$ cat config.mk
export PLATFORM = sky130hd
export DESIGN_NAME = jtframe_ioctl_cfg_flat
export DESIGN_NICKNAME = d
export VERILOG_FILES = /design/src/rtl/jtframe_ioctl_pkg.sv /design/src/rtl/jtframe_ioctl_cfg_if.sv /design/src/rtl/jtframe_ioctl_shadow.sv /design/src/rtl/jtframe_ioctl_cfg.sv /design/src/flat_wrapper.sv
export SDC_FILE = /design/constraint.sdc
export NUM_CORES = 1
export LEC_CHECK = 0
export ABC_CLOCK_PERIOD_IN_PS = 2700
export BUFFER_PORTS_ARGS = -buffer_cell sky130_fd_sc_hd__buf_2
export CORE_MARGIN = 2
export CORE_UTILIZATION = 43
export CTS_BUF_LIST = sky130_fd_sc_hd__clkbuf_8
export DETAILED_ROUTE_END_ITERATION = 7
export GPL_TIMING_DRIVEN = 0
export PLACE_DENSITY = 0.65
export SETUP_SLACK_MARGIN = 0.3
export SKIP_LAST_GASP = 1
export SYNTH_ARGS = -nofsm -noshare
export SYNTH_HDL_FRONTEND = slang
export SYNTH_SLANG_ARGS = --single-unit
$ cat constraint.sdc
create_clock -name clk_rom -period 2.7 [get_ports clk_rom]
set_input_delay 0.27 -clock clk_rom [delete_from_list [all_inputs] [get_ports clk_rom]]
set_output_delay 0.27 -clock clk_rom [all_outputs]
set_load 0.05 [all_outputs]
$ cat src/rtl/jtframe_ioctl_pkg.sv
// rtl/jtframe_ioctl_pkg.sv - shared index codes, FSM states and helpers for the ioctl decoder
package jtframe_ioctl_pkg;

    localparam logic [7:0] IDX_ROM_DEF   = 8'd0;
    localparam logic [7:0] IDX_MOD_DEF   = 8'd1;
    localparam logic [7:0] IDX_NVRAM_DEF = 8'd2;
    localparam logic [7:0] IDX_DIPSW_DEF = 8'd254;

    typedef enum logic [1:0] {
        IDLE   = 2'd0,
        ACTIVE = 2'd1,
        COMMIT = 2'd2
    } state_t;

    // Byte lanes carried by one ioctl write.
    function automatic int lanes_of(input int wide);
        return (wide != 0) ? 2 : 1;
    endfunction

endpackage

$ cat src/rtl/jtframe_ioctl_cfg_if.sv
// rtl/jtframe_ioctl_cfg_if.sv - hps_io ioctl download bus
interface jtframe_ioctl_cfg_if #(
    parameter int DW = 8
);
    logic          ioctl_download;
    logic          ioctl_wr;
    logic [7:0]    ioctl_index;
    logic [24:0]   ioctl_addr;
    logic [DW-1:0] ioctl_dout;

    modport master (
        output ioctl_download, ioctl_wr, ioctl_index, ioctl_addr, ioctl_dout
    );

    modport slave (
        input ioctl_download, ioctl_wr, ioctl_index, ioctl_addr, ioctl_dout
    );
endinterface

$ cat src/rtl/jtframe_ioctl_shadow.sv
// rtl/jtframe_ioctl_shadow.sv - byte-addressed shadow register with masked commit to a live copy
module jtframe_ioctl_shadow #(
    parameter int             NB      = 4,
    parameter int             LANES   = 1,
    parameter logic [NB*8-1:0] RST_VAL = '0
)(
    input  logic               clk,
    input  logic               rst_n,
    input  logic               clr,
    input  logic               wr,
    input  logic [24:0]        addr,
    input  logic [LANES*8-1:0] din,
    input  logic               commit,
    output logic [NB*8-1:0]    q,
    output logic               any
);

    logic [NB*8-1:0] sh_q, sh_d;
    logic [NB*8-1:0] live_q, live_d;
    logic [NB-1:0]   en_q, en_d;

    always_comb begin
        sh_d   = sh_q;
        en_d   = en_q;
        live_d = live_q;
        if (clr) begin
            en_d = '0;
        end
        // Lanes landing past the last byte simply match no slot and are dropped.
        if (wr) begin
            for (int l = 0; l < LANES; l++) begin
                for (int b = 0; b < NB; b++) begin
                    if (({1'b0, addr} + 26'(l)) == 26'(b)) begin
                        sh_d[b*8 +: 8] = din[l*8 +: 8];
                        en_d[b]        = 1'b1;
                    end
                end
            end
        end
        if (commit) begin
            for (int b = 0; b < NB; b++) begin
                if (en_q[b]) begin
                    live_d[b*8 +: 8] = sh_q[b*8 +: 8];
                end
            end
        end
    end

    always_ff @(posedge clk or negedge rst_n) begin
        if (!rst_n) begin
            sh_q   <= '0;
            en_q   <= '0;
            live_q <= RST_VAL;
        end else begin
            sh_q   <= sh_d;
            en_q   <= en_d;
            live_q <= live_d;
        end
    end

    assign q   = live_q;
    assign any = |en_q;

endmodule

$ cat src/rtl/jtframe_ioctl_cfg.sv
// rtl/jtframe_ioctl_cfg.sv - classifies ioctl downloads, forwards ROM/NVRAM writes, commits DIP/mod shadows
module jtframe_ioctl_cfg
    import jtframe_ioctl_pkg::*;
#(
    parameter int              DIPW        = 32,
    parameter int              MODW        = 7,
    parameter int              WIDE        = 0,
    parameter logic [7:0]      IDX_ROM     = IDX_ROM_DEF,
    parameter logic [7:0]      IDX_MOD     = IDX_MOD_DEF,
    parameter logic [7:0]      IDX_NVRAM   = IDX_NVRAM_DEF,
    parameter logic [7:0]      IDX_DIPSW   = IDX_DIPSW_DEF,
    parameter logic [DIPW-1:0] DIP_DEFAULT = '1,
    parameter logic [MODW-1:0] MOD_DEFAULT = MODW'(1),
    localparam int             LANES       = lanes_of(WIDE),
    localparam int             DW          = LANES * 8
)(
    input  logic                clk_rom,
    input  logic                rst_n,
    jtframe_ioctl_cfg_if.slave  ioctl,
    output logic                downloading,
    output logic                ioctl_ram,
    output logic                rom_wr,
    output logic [24:0]         rom_addr,
    output logic [DW-1:0]       rom_data,
    output logic [DIPW-1:0]     dipsw,
    output logic [MODW-1:0]     core_mod,
    output logic                cfg_valid,
    output logic                dwn_start,
    output logic                dwn_done,
    output logic [24:0]         dwn_bytes
);

    state_t        state_q, state_d;
    logic [7:0]    act_idx_q, act_idx_d;
    logic [24:0]   dwn_bytes_q, dwn_bytes_d;
    logic          dwn_start_q, dwn_start_d;
    logic          dwn_done_q, dwn_done_d;
    logic          cfg_valid_q, cfg_valid_d;
    logic          rom_wr_q, rom_wr_d;
    logic [24:0]   rom_addr_q, rom_addr_d;
    logic [DW-1:0] rom_data_q, rom_data_d;

    logic        sh_clr, sh_commit, dip_wr, mod_wr;
    logic        wr_ok;
    logic [24:0] wr_end;
    logic        dip_any, mod_any;
    logic [7:0]  mod_live;
    logic        unused_mod;

    always_comb begin
        state_d     = state_q;
        act_idx_d   = act_idx_q;
        dwn_bytes_d = dwn_bytes_q;
        dwn_start_d = 1'b0;
        dwn_done_d  = 1'b0;
        cfg_valid_d = cfg_valid_q;
        rom_wr_d    = 1'b0;
        rom_addr_d  = rom_addr_q;
        rom_data_d  = rom_data_q;
        sh_clr      = 1'b0;
        sh_commit   = 1'b0;
        dip_wr      = 1'b0;
        mod_wr      = 1'b0;
        wr_ok       = ioctl.ioctl_wr && (ioctl.ioctl_index == act_idx_q);
        wr_end      = ioctl.ioctl_addr + 25'(LANES);

        case (state_q)
            IDLE: begin
                if (ioctl.ioctl_download) begin
                    act_idx_d   = ioctl.ioctl_index;
                    sh_clr      = 1'b1;
                    dwn_bytes_d = '0;
                    dwn_start_d = 1'b1;
                    state_d     = ACTIVE;
                end
            end
            ACTIVE: begin
                // A write on the cycle download drops is still taken here.
                if (wr_ok) begin
                    dip_wr = (act_idx_q == IDX_DIPSW);
                    mod_wr = (act_idx_q == IDX_MOD);
                    if (act_idx_q == IDX_ROM || act_idx_q == IDX_NVRAM) begin
                        rom_wr_d   = 1'b1;
                        rom_addr_d = ioctl.ioctl_addr;
                        rom_data_d = ioctl.ioctl_dout;
                    end
                    if (wr_end > dwn_bytes_q) begin
                        dwn_bytes_d = wr_end;
                    end
                end
                if (!ioctl.ioctl_download) begin
                    state_d = COMMIT;
                end
            end
            COMMIT: begin
                sh_commit  = 1'b1;
                dwn_done_d = 1'b1;
                if (dip_any) begin
                    cfg_valid_d = 1'b1;
                end
                state_d = IDLE;
            end
            default: state_d = IDLE;
        endcase
    end

    always_ff @(posedge clk_rom or negedge rst_n) begin
        if (!rst_n) begin
            state_q     <= IDLE;
            act_idx_q   <= '0;
            dwn_bytes_q <= '0;
            dwn_start_q <= 1'b0;
            dwn_done_q  <= 1'b0;
            cfg_valid_q <= 1'b0;
            rom_wr_q    <= 1'b0;
            rom_addr_q  <= '0;
            rom_data_q  <= '0;
        end else begin
            state_q     <= state_d;
            act_idx_q   <= act_idx_d;
            dwn_bytes_q <= dwn_bytes_d;
            dwn_start_q <= dwn_start_d;
            dwn_done_q  <= dwn_done_d;
            cfg_valid_q <= cfg_valid_d;
            rom_wr_q    <= rom_wr_d;
            rom_addr_q  <= rom_addr_d;
            rom_data_q  <= rom_data_d;
        end
    end

    jtframe_ioctl_shadow #(
        .NB      (DIPW / 8),
        .LANES   (LANES),
        .RST_VAL (DIP_DEFAULT)
    ) u_dip (
        .clk    (clk_rom),
        .rst_n  (rst_n),
        .clr    (sh_clr),
        .wr     (dip_wr),
        .addr   (ioctl.ioctl_addr),
        .din    (ioctl.ioctl_dout),
        .commit (sh_commit),
        .q      (dipsw),
        .any    (dip_any)
    );

    // One-byte shadow: the high lane of a wide write at addr 0 falls on byte 1 and is dropped.
    jtframe_ioctl_shadow #(
        .NB      (1),
        .LANES   (LANES),
        .RST_VAL (8'(MOD_DEFAULT))
    ) u_mod (
        .clk    (clk_rom),
        .rst_n  (rst_n),
        .clr    (sh_clr),
        .wr     (mod_wr),
        .addr   (ioctl.ioctl_addr),
        .din    (ioctl.ioctl_dout),
        .commit (sh_commit),
        .q      (mod_live),
        .any    (mod_any)
    );

    assign unused_mod  = ^{mod_any, mod_live};
    assign core_mod    = mod_live[MODW-1:0];
    assign downloading = (state_q == ACTIVE) && (act_idx_q == IDX_ROM);
    assign ioctl_ram   = (state_q == ACTIVE) && (act_idx_q == IDX_NVRAM);
    assign rom_wr      = rom_wr_q;
    assign rom_addr    = rom_addr_q;
    assign rom_data    = rom_data_q;
    assign cfg_valid   = cfg_valid_q;
    assign dwn_start   = dwn_start_q;
    assign dwn_done    = dwn_done_q;
    assign dwn_bytes   = dwn_bytes_q;

endmodule

$ cat src/flat_wrapper.sv
// flat-port wrapper written by rule: the top's interface ports become plain ports
module jtframe_ioctl_cfg_flat import jtframe_ioctl_pkg::*;
#(
    parameter int              DIPW        = 32,
    parameter int              MODW        = 7,
    parameter int              WIDE        = 0,
    parameter logic [7:0]      IDX_ROM     = IDX_ROM_DEF,
    parameter logic [7:0]      IDX_MOD     = IDX_MOD_DEF,
    parameter logic [7:0]      IDX_NVRAM   = IDX_NVRAM_DEF,
    parameter logic [7:0]      IDX_DIPSW   = IDX_DIPSW_DEF,
    parameter logic [DIPW-1:0] DIP_DEFAULT = '1,
    parameter logic [MODW-1:0] MOD_DEFAULT = MODW'(1),
    localparam int             LANES       = lanes_of(WIDE),
    localparam int             DW          = LANES * 8
)
  (clk_rom, rst_n, downloading, ioctl_ram, rom_wr, rom_addr, rom_data, dipsw, core_mod, cfg_valid, dwn_start, dwn_done, dwn_bytes, ioctl_ioctl_download, ioctl_ioctl_wr, ioctl_ioctl_index, ioctl_ioctl_addr, ioctl_ioctl_dout);
  jtframe_ioctl_cfg_if ioctl_i ();
  input  logic clk_rom;
  input  logic rst_n;
  output logic downloading;
  output logic ioctl_ram;
  output logic rom_wr;
  output logic [24:0] rom_addr;
  output logic [DW-1:0] rom_data;
  output logic [DIPW-1:0] dipsw;
  output logic [MODW-1:0] core_mod;
  output logic cfg_valid;
  output logic dwn_start;
  output logic dwn_done;
  output logic [24:0] dwn_bytes;
  input wire logic [$bits(ioctl_i.ioctl_download)-1:0] ioctl_ioctl_download;
  input wire logic [$bits(ioctl_i.ioctl_wr)-1:0] ioctl_ioctl_wr;
  input wire logic [$bits(ioctl_i.ioctl_index)-1:0] ioctl_ioctl_index;
  input wire logic [$bits(ioctl_i.ioctl_addr)-1:0] ioctl_ioctl_addr;
  input wire logic [$bits(ioctl_i.ioctl_dout)-1:0] ioctl_ioctl_dout;
  assign ioctl_i.ioctl_download = ioctl_ioctl_download;
  assign ioctl_i.ioctl_wr = ioctl_ioctl_wr;
  assign ioctl_i.ioctl_index = ioctl_ioctl_index;
  assign ioctl_i.ioctl_addr = ioctl_ioctl_addr;
  assign ioctl_i.ioctl_dout = ioctl_ioctl_dout;
  jtframe_ioctl_cfg #(.DIPW(DIPW), .MODW(MODW), .WIDE(WIDE), .IDX_ROM(IDX_ROM), .IDX_MOD(IDX_MOD), .IDX_NVRAM(IDX_NVRAM), .IDX_DIPSW(IDX_DIPSW), .DIP_DEFAULT(DIP_DEFAULT), .MOD_DEFAULT(MOD_DEFAULT)) u_core (.clk_rom(clk_rom), .rst_n(rst_n), .ioctl(ioctl_i), .downloading(downloading), .ioctl_ram(ioctl_ram), .rom_wr(rom_wr), .rom_addr(rom_addr), .rom_data(rom_data), .dipsw(dipsw), .core_mod(core_mod), .cfg_valid(cfg_valid), .dwn_start(dwn_start), .dwn_done(dwn_done), .dwn_bytes(dwn_bytes));
endmodule
==> impl.org <==
** Status
- Run status :: complete, no violations

** Floorplan
- Die X-Extent :: 134.0 µm
- The floorplan has 47 rows.
- The floorplan step defined a die boundary enclosing 17950 µm².
- During I/O placement, the number of pins put on the boundary was 148.
- Vert. Die Dim :: 134.0 µm
- The region available for standard cell placement spans 16520 µm².
- Once the floorplan was initialized, standard cells occupied 43.95% of the core.

** Yosys
- Fraction of the mapped netlist area in simple logic gates :: 17.09%
- Number of library cell types mapped by synthesis :: 38
- Summing the areas of all fa, ha and maj instances in the mapped netlist gives 4.996% of the synthesized area.
- After synthesis, the largest family of logic cells by area is simple AND/OR/NAND/NOR gates.
- Share of the synthesized area in the top cell type :: 42.03%
- Avg Cell Area, Syn :: 10.86 µm²
- After synthesis the cells add up to 7263 µm².
- Summing the areas of all compound-gate instances in the mapped netlist gives 1.929% of the synthesized area.
- Top flip-flop cell by instance count after synthesis :: sky130_fd_sc_hd__dfrtp_1
- Mux contribution to synthesized area :: 15.54%
- Number of flops mapped to enable cells by yosys :: 0
- Post-synthesis register bit count :: 155
- For this run, the number of Yosys warnings is 0.
- Part of the Yosys area used for sequential elements :: 53.97%
- Post-synthesis async set-or-reset flop share :: 100.0%
- Counting every instance in the synthesized netlist gives 669.
- The largest total area in the synthesized netlist belongs to sky130_fd_sc_hd__dfrtp_1.
- Top cells by area in the synthesized netlist :: sky130_fd_sc_hd__dfrtp_1 (42%), sky130_fd_sc_hd__dfstp_2 (12%), sky130_fd_sc_hd__nand2_1 (10%)
- Net count after synthesis :: 743
- Area share of xor/xnor cells in the synthesized design :: 3.738%

** Cells and area
- Ratio of cells with drive above 1 in the final layout :: 36.20%
- In the final design database the tool counted 935 nets.
- Relative to the synthesized area, the layout overhead comes to 27.01%.
- Once layout is complete, the utilization of the core stands at 55.83%.
- Layout fillers :: 1463
- After routing the design area is 9225 µm².
- The number of antenna diodes in the final layout is 0.

** Routing
- Post-route ant nets :: 0
- Dividing the detail-routed via count by the number of cells gives 5.010.
- The detailed router finished its first iteration with 303 violations.
- Summing over every cut layer, the via total after detailed routing is 5476.
- DRC violation count after routing :: 0
- Summed over all layers, the routed wires come to 18310 µm.
- Number of iterations in the first detailed-routing pass :: 4
- After detailed routing, the average wire length per cell comes to 16.75 µm.

** Clock network
- Source-to-sink clock delay at the later pin of the worst-skew pair :: 0.46 ns
- The clock passes through at most 2 buffers.
- TritonCTS clock tree :: yes
- Clock Tree Root :: sky130_fd_sc_hd__clkbuf_8
- The clock drives 155 sinks.
- Counting the buffers created by CTS gives 17.
- After clock tree synthesis, the clock-pin slew on the worst setup and hold paths is 0.09 ns.
- Number of H-tree levels :: 4

** Placement
- In this run the tool buffered the top-level ports with 147 buffer cells.
- The placed instances occupy a cell area of 8361 µm².
- DP Worst Slack :: -0.7391 ns
- Detailed placement HPWL :: 13050 µm
- The congestion estimate from routability-driven global placement came to 0.8715.

** Global routing
- Remaining global-route overflow :: 0
- Maximum number of pins on one net before global-route repair :: 81
- The number of global-route vias before repair was 5326.
- The number of antenna violations at the first check in global routing is 1.
- Across every metal layer, demand over resource in global routing totals 20.99%.
- Global-route wire length before repair :: 28940 µm

** STA
- The worst path uses 99.46% of the clock period.
- Normalized max-slew margin :: 50.77%
- Sum of negative setup slack :: 0 ns
- Setup repair after global routing could not meet its margin everywhere.
- At the pin with the least slew margin, the transition time is 0.7384 ns.
- Across the routed clock network, the largest skew measured is 0.01130 ns.
- The worst path needs 2.685 ns of the cycle, external delays included.
- In the post-route analysis, the smallest setup slack over all paths is 0.01461 ns.
- Number of failing hold endpoints at the final stage :: 0
- Static timing analysis puts the maximum clock frequency at 0.3724 GHz.
- The number of max-slew violations in the final report is 0.
- Setup violations, final :: 0

** Setup path
- Source of the critical timing path :: ioctl_ioctl_addr[0]
- Capture point of the worst reg-to-reg path :: u_core.dwn_bytes[1]$_DFFE_PN0P_
- The critical path goes through buf_12 -> ha_4 -> nand3_4 -> nor3_4 -> buf_4 -> nand3_1 -> xnor2_1 -> ha_1 -> nand4_1 -> nor4_2 -> nand2_1 -> buf_6 -> o211ai_4 -> buf_6 -> buf_12 -> mux2i_2.
- End point of the critical path :: u_core.dwn_bytes[1]$_DFFE_PN0P_
- In this run the worst path has a maximum fanout of 6.
- In this run the number of cells on the critical path is 16.
- The setup path with the least slack is of type in -> reg.
- The worst setup path is launched from an input port.
- Arrival time at the worst endpoint :: 3.07 ns
- Required time of the worst setup path :: 3.08 ns
- Start of the worst register-to-register path :: u_core.dwn_bytes[2]$_DFFE_PN0P_
- The largest single stage delay on the critical path is 0.32 ns.
- Setup slack on the worst reg-to-reg path comes out at 0.19 ns.
- On the critical path, the stage with the largest delay is an instance of sky130_fd_sc_hd__ha_1.
- The worst setup path is captured at a register.
- On the critical path the largest part of the delay comes from simple AND/OR/NAND/NOR gates.
- Reg2Reg Depth :: 10
- The number of buffers and inverters on the critical path is 5.

** Power
- Summed over all cells, the static leakage comes to 4.991 nW.
- VDD sags by at most 0.3754 mV.
- Pwr per Cell Area :: 499.5 nW/µm²

** Worst hold path
- In this run the worst hold path is classified as in -> reg.

** Run
- Max Cap Viol :: 0
==> placed cells by master, fill, tap and decap left out, types with 5 or more instances in the layout <==
cell and count:
sky130_fd_sc_hd__o21ai_0 7, sky130_fd_sc_hd__dfrtp_1 122, sky130_fd_sc_hd__buf_6 5, sky130_fd_sc_hd__buf_4 22, sky130_fd_sc_hd__clkbuf_8 19, sky130_fd_sc_hd__ha_1 28
sky130_fd_sc_hd__clkbuf_1 9, sky130_fd_sc_hd__dfstp_2 33, sky130_fd_sc_hd__a21oi_1 11, sky130_fd_sc_hd__xor2_1 7, sky130_fd_sc_hd__buf_2 139, sky130_fd_sc_hd__nand2_1 200
sky130_fd_sc_hd__mux2_1 32, sky130_fd_sc_hd__mux2i_1 24, sky130_fd_sc_hd__mux2_2 46, sky130_fd_sc_hd__buf_8 5, sky130_fd_sc_hd__nor4_1 6, sky130_fd_sc_hd__xnor2_1 20
sky130_fd_sc_hd__nand4_1 15, sky130_fd_sc_hd__inv_1 28, sky130_fd_sc_hd__nor2_1 14, sky130_fd_sc_hd__nand3_1 10
==> metal layers <==
layer | vias up | track usage, % | share of wire, %
met5 | - | 0 | 0.071
met4 | 2 | 6.501 | 1.6
met3 | 22 | 6.009 | 6.9
met2 | 147 | 33.82 | 47
met1 | 2681 | 27.58 | 44
li1 | 2624 | - | -
==> cell usage after synthesis, drive strengths merged (2+ instances only) <==
master / count
a21oi: 11
and3: 5
and4: 2
buf: 6
clkbuf: 12
dfrtp: 122
dfstp: 33
ha: 29
inv: 28
mux2: 78
mux2i: 25
nand2: 204
nand2b: 3
nand3: 15
nand4: 15
nor2: 14
nor2b: 3
nor3: 5
nor4: 10
o21ai: 8
xnor2: 24
xor2: 7
==> worst min-delay path by stage <==
| stage | cells past startpoint | startpoint | to | slack [ns] |
|---|---|---|---|---|
| 2_1_floorplan | 0 | rst_n | u_core.act_idx_q[0]$_DFFE_PN0P_ | -0.03 |
| 3_3_place_gp | 2 | ioctl_ioctl_download | u_core.state_q[1]$_DFFE_PN0P_ | 0.44 |
| 3_5_place_dp | 1 | rst_n | u_core.act_idx_q[7]$_DFFE_PN0P_ | 0.37 |
| 4_1_cts | 3 | ioctl_ioctl_index[6] | u_core.act_idx_q[6]$_DFFE_PN0P_ | 0.009 |
| 5_1_grt | 3 | ioctl_ioctl_index[2] | u_core.act_idx_q[2]$_DFFE_PN0P_ | 0.02 |
| 6_report | 3 | ioctl_ioctl_index[2] | u_core.act_idx_q[2]$_DFFE_PN0P_ | 0.03 |
==> where the power goes <==
group | switching (mW) | internal, mW
Clock | 0.943 | 0.870
Combinational | 0.265 | 0.148
Sequential | 0.0330 | 2.35
==> cells by family (layout without fill, tap and decap cells) <==
family | after synthesis | count (layout)
DFF | 155 | 155
xor gates and xnor gates | 31 | 31
and+or+nand+nor | 280 | 280
muxes | 103 | 103
AOI/OAI and AO/OA | 24 | 24
buffers and inverters | 47 | 251
adders and majority gates | 29 | 29
==> layout make-up <==
| type | count | area, µm² | area share [%] |
|---|---|---|---|
| Clock buffer | 18 | 247.7 | 2.685 |
| Clock inverter | 13 | 157.7 | 1.709 |
| Buffer | 18 | 110.1 | 1.194 |
| Timing Repair Buffer | 173 | 1102 | 11.95 |
| Multi-Input combinational cell | 467 | 3303 | 35.81 |
| Inverter | 29 | 108.9 | 1.180 |
| Tap cell | 220 | 275.3 | 2.984 |
| Sequential cell | 155 | 3920 | 42.49 |
==> worst register-to-register path, delay by kind of cell, from the launching register on <==
family,cells,cell delay [ns]
compound gates,5,1.24
fa+ha+maj,1,0.30
mux,1,0.21
flops,1,0.38
buf+inv,3,0.31
==> stage by stage <==
step | instances | hold WS (ns) | power [mW]
after floorplan | 669 | -0.02559 | 2.613
after global placement | 1036 | 0.4385 | 2.788
after detailed placement | 1037 | 0.3652 | 2.797
after CTS | 1087 | 0.008658 | 4.640
after global routing | 1093 | 0.01797 | 4.803
final | 1093 | 0.03132 | 4.608
==> sequential cells by signal, indices dropped and copies added (netlist names) <==
name and count:
u_core.u_mod.sh_q 7, u_core.u_dip.sh_q 32, u_core.rom_data 8, u_core.rom_addr 25, u_core.dwn_bytes 25, u_core.state_q 2, u_core.dwn_done 1, u_core.u_dip.q 32
u_core.u_mod.q 7, u_core.u_mod.any 1, u_core.u_dip.en_q 4, u_core.rom_wr 1, u_core.dwn_start 1, u_core.cfg_valid 1, u_core.act_idx_q 8
==> what timing repair did <==
item	CTS	global route
pin swaps	18	13
endpoints found under the setup margin	73	53
resized for setup	41	11
hold endpoints to repair	67	0
hold buffers	2	0
gates cloned	2	0
setup buffers	15	6
(Power assumes the default switching activity.)
